$ cat config.mk
export PLATFORM = sky130hd
export DESIGN_NAME = bus_mem_ctrl
export DESIGN_NICKNAME = d
export VERILOG_FILES = /design/src/rtl/bus_mem_ctrl_pkg.sv /design/src/rtl/bus_mem_ctrl_lane.sv /design/src/rtl/bus_mem_ctrl.sv
export SDC_FILE = /design/constraint.sdc
export NUM_CORES = 1
export LEC_CHECK = 0
export BUFFER_PORTS_ARGS = -buffer_cell sky130_fd_sc_hd__buf_2
export CORE_AREA = 2 2 104 106
export CTS_CLUSTER_SIZE = 20
export DETAILED_ROUTE_END_ITERATION = 10
export DIE_AREA = 0 0 106 108
export GPL_TIMING_DRIVEN = 0
export PLACE_DENSITY_LB_ADDON = 0.3
export SKIP_LAST_GASP = 1
export SYNTH_ARGS = -nofsm -noshare
export SYNTH_HDL_FRONTEND = slang
export SYNTH_SLANG_ARGS = --single-unit
$ cat constraint.sdc
create_clock -name clk -period 2.1 [get_ports clk]
set_input_delay 0.21 -clock clk [delete_from_list [all_inputs] [get_ports clk]]
set_output_delay 0.21 -clock clk [all_outputs]
set_load 0.03 [all_outputs]
$ cat src/rtl/bus_mem_ctrl_pkg.sv
// Shared types for the DataBus memory-side slave: bus access sizes,
// controller states and the wait-state counter width.
package bus_mem_ctrl_pkg;

  typedef enum logic [1:0] {
    BYTE = 2'd0,
    HALF = 2'd1,
    WORD = 2'd2
  } MemType;

  typedef enum logic [2:0] {
    IDLE,
    WAIT,
    ACCESS,
    CAPTURE,
    DONE,
    RECOVER
  } BusCtrlState;

  localparam int WAIT_CNT_W = 4;

endpackage

$ cat src/rtl/bus_mem_ctrl_lane.sv
// Byte-lane steering between right-aligned bus data and the word-wide SRAM:
// byte enables and replicated write data, plus read-data extraction.
module bus_lane_align
  import bus_mem_ctrl_pkg::*;
(
  input  logic [1:0]  memType,
  input  logic [1:0]  addrLo,
  input  logic [31:0] wrData,
  input  logic [31:0] rdData,
  output logic [3:0]  byteEn,
  output logic [31:0] wrLanes,
  output logic [31:0] rdAligned
);

  logic [31:0] shifted;

  // Every lane carries the operand, so the SRAM picks the right bytes via byteEn alone.
  for (genvar gi = 0; gi < 4; gi++) begin : g_lane
    assign wrLanes[8*gi +: 8] = (memType == WORD) ? wrData[8*gi +: 8] :
                                (memType == HALF) ? wrData[8*(gi%2) +: 8] :
                                                    wrData[7:0];
  end

  always_comb begin
    byteEn    = 4'b0000;
    rdAligned = '0;
    shifted   = rdData >> {addrLo, 3'b000};
    case (memType)
      BYTE: begin
        byteEn    = 4'b0001 << addrLo;
        rdAligned = {24'b0, shifted[7:0]};
      end
      HALF: begin
        byteEn    = 4'b0011 << addrLo;
        rdAligned = {16'b0, shifted[15:0]};
      end
      WORD: begin
        byteEn    = 4'hF;
        rdAligned = shifted;
      end
      default: ;
    endcase
  end

endmodule

$ cat src/rtl/bus_mem_ctrl.sv
// DataBus slave that turns BYTE/HALF/WORD requests into single byte-enabled
// SRAM word accesses, with programmable wait states and access checking.
module bus_mem_ctrl
  import bus_mem_ctrl_pkg::*;
#(
  parameter int ADDR_W      = 16,
  parameter int WAIT_STATES = 1
) (
  input  logic              clk,
  input  logic              res,
  input  logic              bus_read,
  input  logic              bus_write,
  input  logic [31:0]       bus_addr,
  input  logic [1:0]        bus_mem_type,
  input  logic [31:0]       bus_data_out,
  output logic [31:0]       bus_data_in,
  output logic              bus_ready,
  output logic              bus_err,
  output logic              mem_en,
  output logic              mem_we,
  output logic [3:0]        mem_be,
  output logic [ADDR_W-1:0] mem_addr,
  output logic [31:0]       mem_wdata,
  input  logic [31:0]       mem_rdata
);

  BusCtrlState             stateReg, stateNext;
  logic [ADDR_W+1:0]       addrReg;
  logic [1:0]              typeReg;
  logic [31:0]             dataReg;
  logic                    writeReg;
  logic                    errReg;
  logic [WAIT_CNT_W-1:0]   waitCntReg;
  logic [31:0]             dataInReg;

  logic                    request;
  logic                    reqErr;
  logic [3:0]              laneBe;
  logic [31:0]             laneWdata;
  logic [31:0]             laneRdata;

  assign request     = bus_read | bus_write;
  assign bus_data_in = dataInReg;

  always_comb begin
    reqErr = (bus_read & bus_write)
           || (bus_mem_type == 2'd3)
           || ((bus_mem_type == WORD) && (bus_addr[1:0] != 2'b00))
           || ((bus_mem_type == HALF) && bus_addr[0])
           || ((bus_addr >> (ADDR_W + 2)) != 32'd0);
  end

  bus_lane_align u_lane (
    .memType  (typeReg),
    .addrLo   (addrReg[1:0]),
    .wrData   (dataReg),
    .rdData   (mem_rdata),
    .byteEn   (laneBe),
    .wrLanes  (laneWdata),
    .rdAligned(laneRdata)
  );

  always_comb begin
    stateNext = stateReg;
    bus_ready = 1'b0;
    bus_err   = 1'b0;
    mem_en    = 1'b0;
    mem_we    = 1'b0;
    mem_be    = 4'b0000;
    mem_addr  = '0;
    mem_wdata = '0;
    case (stateReg)
      IDLE: begin
        if (request) begin
          if (reqErr)               stateNext = DONE;
          else if (WAIT_STATES > 0) stateNext = WAIT;
          else                      stateNext = ACCESS;
        end
      end
      WAIT: begin
        if (waitCntReg == '0) stateNext = ACCESS;
      end
      ACCESS: begin
        mem_en    = 1'b1;
        mem_we    = writeReg;
        mem_be    = laneBe;
        mem_addr  = addrReg[ADDR_W+1:2];
        mem_wdata = laneWdata;
        stateNext = writeReg ? DONE : CAPTURE;
      end
      CAPTURE: stateNext = DONE;
      DONE: begin
        bus_ready = 1'b1;
        bus_err   = errReg;
        stateNext = RECOVER;
      end
      // Master still holds its request during the ready edge; skip a cycle.
      RECOVER: stateNext = IDLE;
      default: stateNext = IDLE;
    endcase
  end

  always_ff @(posedge clk) begin
    if (res) begin
      stateReg   <= IDLE;
      addrReg    <= '0;
      typeReg    <= 2'b00;
      dataReg    <= '0;
      writeReg   <= 1'b0;
      errReg     <= 1'b0;
      waitCntReg <= '0;
      dataInReg  <= '0;
    end else begin
      stateReg <= stateNext;
      case (stateReg)
        IDLE: begin
          if (request) begin
            addrReg    <= bus_addr[ADDR_W+1:0];
            typeReg    <= bus_mem_type;
            dataReg    <= bus_data_out;
            writeReg   <= bus_write;
            errReg     <= reqErr;
            waitCntReg <= WAIT_CNT_W'(WAIT_STATES > 0 ? WAIT_STATES - 1 : 0);
            if (reqErr) dataInReg <= '0;
          end
        end
        WAIT:    waitCntReg <= waitCntReg - 1'b1;
        ACCESS:  if (writeReg) dataInReg <= '0;
        CAPTURE: dataInReg <= laneRdata;
        default: ;
      endcase
    end
  end

endmodule
Yosys cells after proc, flatten, opt, wreduce, memory -nomap -nowiden
Index checks and enable logic that the tools add are counted.

$add $sub $neg: 1. Eq/ne operators: 13. Shifts and indexed selects: 3. Mux-type cells: 24. Bitwise logic cells: 2. Reduce and logical (&&, ||, !) cells: 17.

Operator list (count): 32-bit one-hot mux with 3 select lines (2); 32-bit two-way mux (4); 8-bit two-way mux (4); 32-bit nonzero test (1); 32-bit by 5-bit >> shifter with 32-bit output (1); 16-bit two-way mux (1); 3-bit one-hot mux with 5 select lines (1); 3-bit two-way mux (4); 4-bit one-hot mux with 3 select lines (1); 4-bit two-way mux (2); 2-bit != test, second input constant (4); 4-bit one-hot mux with 2 select lines (1); 2-bit == test, second input constant (3); 3-bit by 2-bit == test with 1-bit output, second input constant (2); 2-bit AND reduction (3); 2-bit by 1-bit == test with 1-bit output, second input constant (2); 4-bit logical NOT (1); 1-bit logical OR (4); 1-bit two-way mux (4); 4-bit AND reduction (1); 2-bit nonzero test (2); 1-bit by 2-bit << shifter with 4-bit output, first input constant (1); 2-bit by 2-bit << shifter with 4-bit output, first input constant (1); 4-bit by 1-bit subtractor with 4-bit output, second input constant (1); 8 further kinds (9).

Register bits: 93. Input port bits: 102. Logic and storage cells: 68.

Longest topological paths before layout
Depth after elaboration: 8. Depth in mapped cells: 7. Depth with buffers taken out: 5.

Cells and area by module
Synthesis repeated with hierarchy kept, for this count alone.

Cells, all modules: 683. Area, all modules: 5227.5 um^2.

By module, submodules not included: bus_mem_ctrl (times used 1, cells an instance 505, area an instance 4037.6 um^2, sequential area each 1861.8 um^2); bus_lane_align (times used 1, cells an instance 178, area an instance 1189.9 um^2, sequential area each 0.0 um^2).

Least setup slack after synthesis
OpenSTA, ideal clock, no wires.

Kind: reg2out. Start: register stateReg[1]. End: output mem_be[1]. Arrival time: 1860 ps. Setup slack: 30 ps. Stages on the path, launching flop included: 5. Buffers on the path: 2. Cells stage by stage: dfxtp_1 -> buf_2 -> or3b_1 -> clkbuf_1 -> a211oi_1.

Longest elaborated chain between the ends: 2.

RTL lines: start, declared (RTL line bus_mem_ctrl.sv:27) `BusCtrlState stateReg, stateNext;`; start signal, assigned (RTL line bus_mem_ctrl.sv:114) `stateReg <= stateNext;`; 3-bit by 2-bit == test with 1-bit output (RTL line bus_mem_ctrl.sv:72) `case (stateReg)`; 4-bit two-way mux (RTL line bus_mem_ctrl.sv:72); end, declared (RTL line bus_mem_ctrl.sv:21) `output logic [3:0] mem_be,`.

Every way passes these cells.

Worst setup path in the final report
Start: register stateReg[1]. End: output mem_wdata[24].

Longest elaborated chain between the ends: 2.

RTL lines: 3-bit by 2-bit == test with 1-bit output (RTL line bus_mem_ctrl.sv:72); 32-bit two-way mux (RTL line bus_mem_ctrl.sv:72); end, declared (RTL line bus_mem_ctrl.sv:23) `output logic [31:0] mem_wdata,`.

Every way passes these cells.

==> impl_results.md <==
* Fmax at 480 MHz
* Dpl hpwl at 11600 um
* Setup skew after layout at ~0.011 ns
* Ys Warns at 0
* Crit path kind: reg -> out
* Top Ports at 190
* CTS Hold Bufs at 0
* HP Class: in -> reg
* Top-area cell type share of the netlist area at between 30% and 40%
* PortBufs at 188
* Post-synthesis sequential area ratio at 37.8%
* Clock sinks at 93
* Starting DRT DRC Count at between 300 and 400
* Final period util at 99.3%
* Synth top area cells: dfxtp_1 (38%), nand2_1 (13%), a21oi_1 (8.9%), nand3_1 (4.9%), nor2b_1 (3.7%)
* Routed wire length at 15800 um
* First-pass GRT wire length at 24600 um
* Residual DRC at 0
* Inserted Clock Buffers at 9
* Placed Cells at 999
* CP Launch Type: register
* MaxCap Viol Count at 0
* Worst rel slew slack at approximately 45%
* Max-slew violation count at 0
* Pre-Repair DR Iteration Count at 5
* # diodes at 0
* Final Cell Area at 6580 um2
* PD cells at 769 nW/um2
* Primary FF master, synth: dfxtp_1
* Final worst setup slack at 0.0153 ns
* FP Rows at 37
* ANT nets after route at 0
* Crit path max fanout at 10
* Hold Vio Cnt, Final at 0
* Critical path endpoint category: output pin
* Vias in the first global route at 5116
* Initial Utilization at between 40 and 50%
* Clk Latency, worst-skew pair at around 0.36 ns
* Final Setup Violations at 0
* Buf/Inv on CP at 4
* Layout cell share with drive strength beyond 1 at a little under a third
* Routed WL per cell at 15.5 um
* GRT overflow at 0
* Async S/R FF share, synth at 0%
* Final non-filler cell total at 1017
* Total power draw at 5060 uW
* Cell taking the most area after synthesis: dfxtp_1
* Post-synth EDFFs at 0
* Syn Std Cell Area at just under 5000 um2
* Cell mode on critical path: buf_6
* Slowest CP cell: or3b_4
* Unrepaired setup endpoints after global routing: yes
* Cell Chain, Critical Path: buf_6 -> or3b_4 -> clkbuf_16 -> buf_6 -> a21oi_2 -> buf_6
* Syn_nets at 779
* CP delay by family, top: buffers and inverters
* Root Driver: clkbuf_8
* Fin util at 64.3%
* Clock-pin transition on the worst setup and hold timing paths at around 0.1 ns
* Antenna violations before repair at 0
* Die height at 108 um
* Core area at 10200 um2
* Clock period minus final worst setup slack at 2.08 ns
* CTS tree: yes
* Placer Congestion at 0.918
* Register bit total from synthesis at 93
* Worst slew pin tran at 0.817 ns
* Vias per cell at ~5.4
* Syn_area_per_cell at 7.29 um2
* Critical Path RT at between 1.5 and 2 ns
* Clock buffer depth at 2
* Post-DP Area at between 6000 and 7000 um2
* Syn Inst Count at between 600 and 700
* Layout Nets at 980
* Leakage power at 0.00287 uW
* Yosys cell types at 48
* Dpl ws at -0.0748 ns
* Status: finished, final reports clean
* Largest net degree at the start of global routing at 20
* CP Data Arrival Time at between 1.5 and 2 ns
* Vias at 5515
* Die Area at 11400 um2
* Worst VDD drop at ~0.00051 V
* Htree depth at 3
* All-Layer GR Usage at 26.8%
* Commonest non-fill, non-tap cell in the layout: buf_2
* Die Wd at 106 um
* Max incr delay on CP at 0.42 ns
* Most frequent cells in the layout: buf_2 (170), nand2_1 (164), dfxtp_1 (91), a21oi_1 (70), nand3_1 (48)
* Area growth syn-to-layout at 33.7%
synthesized netlist by cell type, types with 3 or more instances:
cell	instances
a211oi_1	6
a21oi_1	88
a22oi_1	9
and2_1	27
buf_1	5
buf_2	15
buf_4	3
clkbuf_1	34
dfxtp_1	93
inv_1	5
mux2_2	8
mux2i_1	16
nand2_1	164
nand3_1	48
nor2_1	20
nor2b_1	29
nor3_1	22
o211ai_1	10
o21ai_0	30
o2bb2ai_1	8
repair_timing:
item | 4_1_cts | 5_1_grt
gates cloned | 1 | 0
pin swaps | 1 | 0
setup endpoints to repair | 47 | 44
setup buffers | 2 | 3
gates resized for setup | 62 | 38
power breakdown:
| group | total, uW | leakage [uW] | switching, uW | internal (uW) |
|---|---|---|---|---|
| Combinational | 1680 | 0.00200 | 1090 | 588 |
| Sequential | 2110 | 0.000760 | 145 | 1970 |
| Clock | 1270 | 0.000103 | 646 | 623 |
cells by family after synthesis:
group                      Yosys count  share of synthesized area [%]
xor gates and xnor gates             2                          0.356
DFF                                 93                           37.8
adders and majority gates            2                          0.508
AOI/OAI and AO/OA                  161                           19.2
buffers and inverters               63                           5.41
muxes                               24                           5.08
and+or+nand+nor                    330                           31.7
metrics by stage:
step / setup TNS, ns / hold WS [ns]
final: 0 / 0.0692
after global routing: -0.216 / 0.0629
after CTS: 0 / 0.0627
after detailed placement: -0.551 / 0.444
after global placement: -0.602 / 0.440
after floorplan: 0 / 0.319
worst min-delay path: cells and delay by family:
family | cells | cell delay [ns]
simple gates | 1 | 0.04
buf+inv | 1 | 0.09
compound gates | 1 | 0.05
per-layer routing:
layer | GRT usage, % | share of wire, % | vias to the layer above
li1 | - | - | 2714
met2 | 45.2 | 47 | 272
met4 | 10.3 | 2.2 | 0
met5 | 0 | 0 | -
met1 | 35.4 | 43 | 2500
met3 | 2.89 | 7.4 | 29
sequential cells by signal, indices dropped and copies added (netlist names):
name,flops
bus_data_in,32
dataReg,32
addrReg,18
waitCntReg,4
stateReg,3
typeReg,2
errReg,1
writeReg,1
final cells by class:
type / instances / area (um2)
fill: 932 / 3650
multi-input combinational: 519 / 2920
sequential: 93 / 1860
timing repair buffer: 194 / 1090
buffer: 53 / 298
tap: 136 / 170
clock buffer: 12 / 155
clock inverter: 4 / 55.1
inverter: 6 / 27.5
path summary, 6_finish.rpt:
| path | from | end | slack, ns | cells after the start |
|---|---|---|---|---|
| max | stateReg[1] | mem_wdata[24] | 0.02 | 6 |
| min | bus_data_out[20] | dataReg[20] | 0.07 | 3 |
| max reg2reg | stateReg[2] | bus_data_in[9] | 0.18 | 6 |
| min reg2reg | addrReg[15] | addrReg[15] | 0.45 | 2 |
Power figures use the tool's default switching activity.
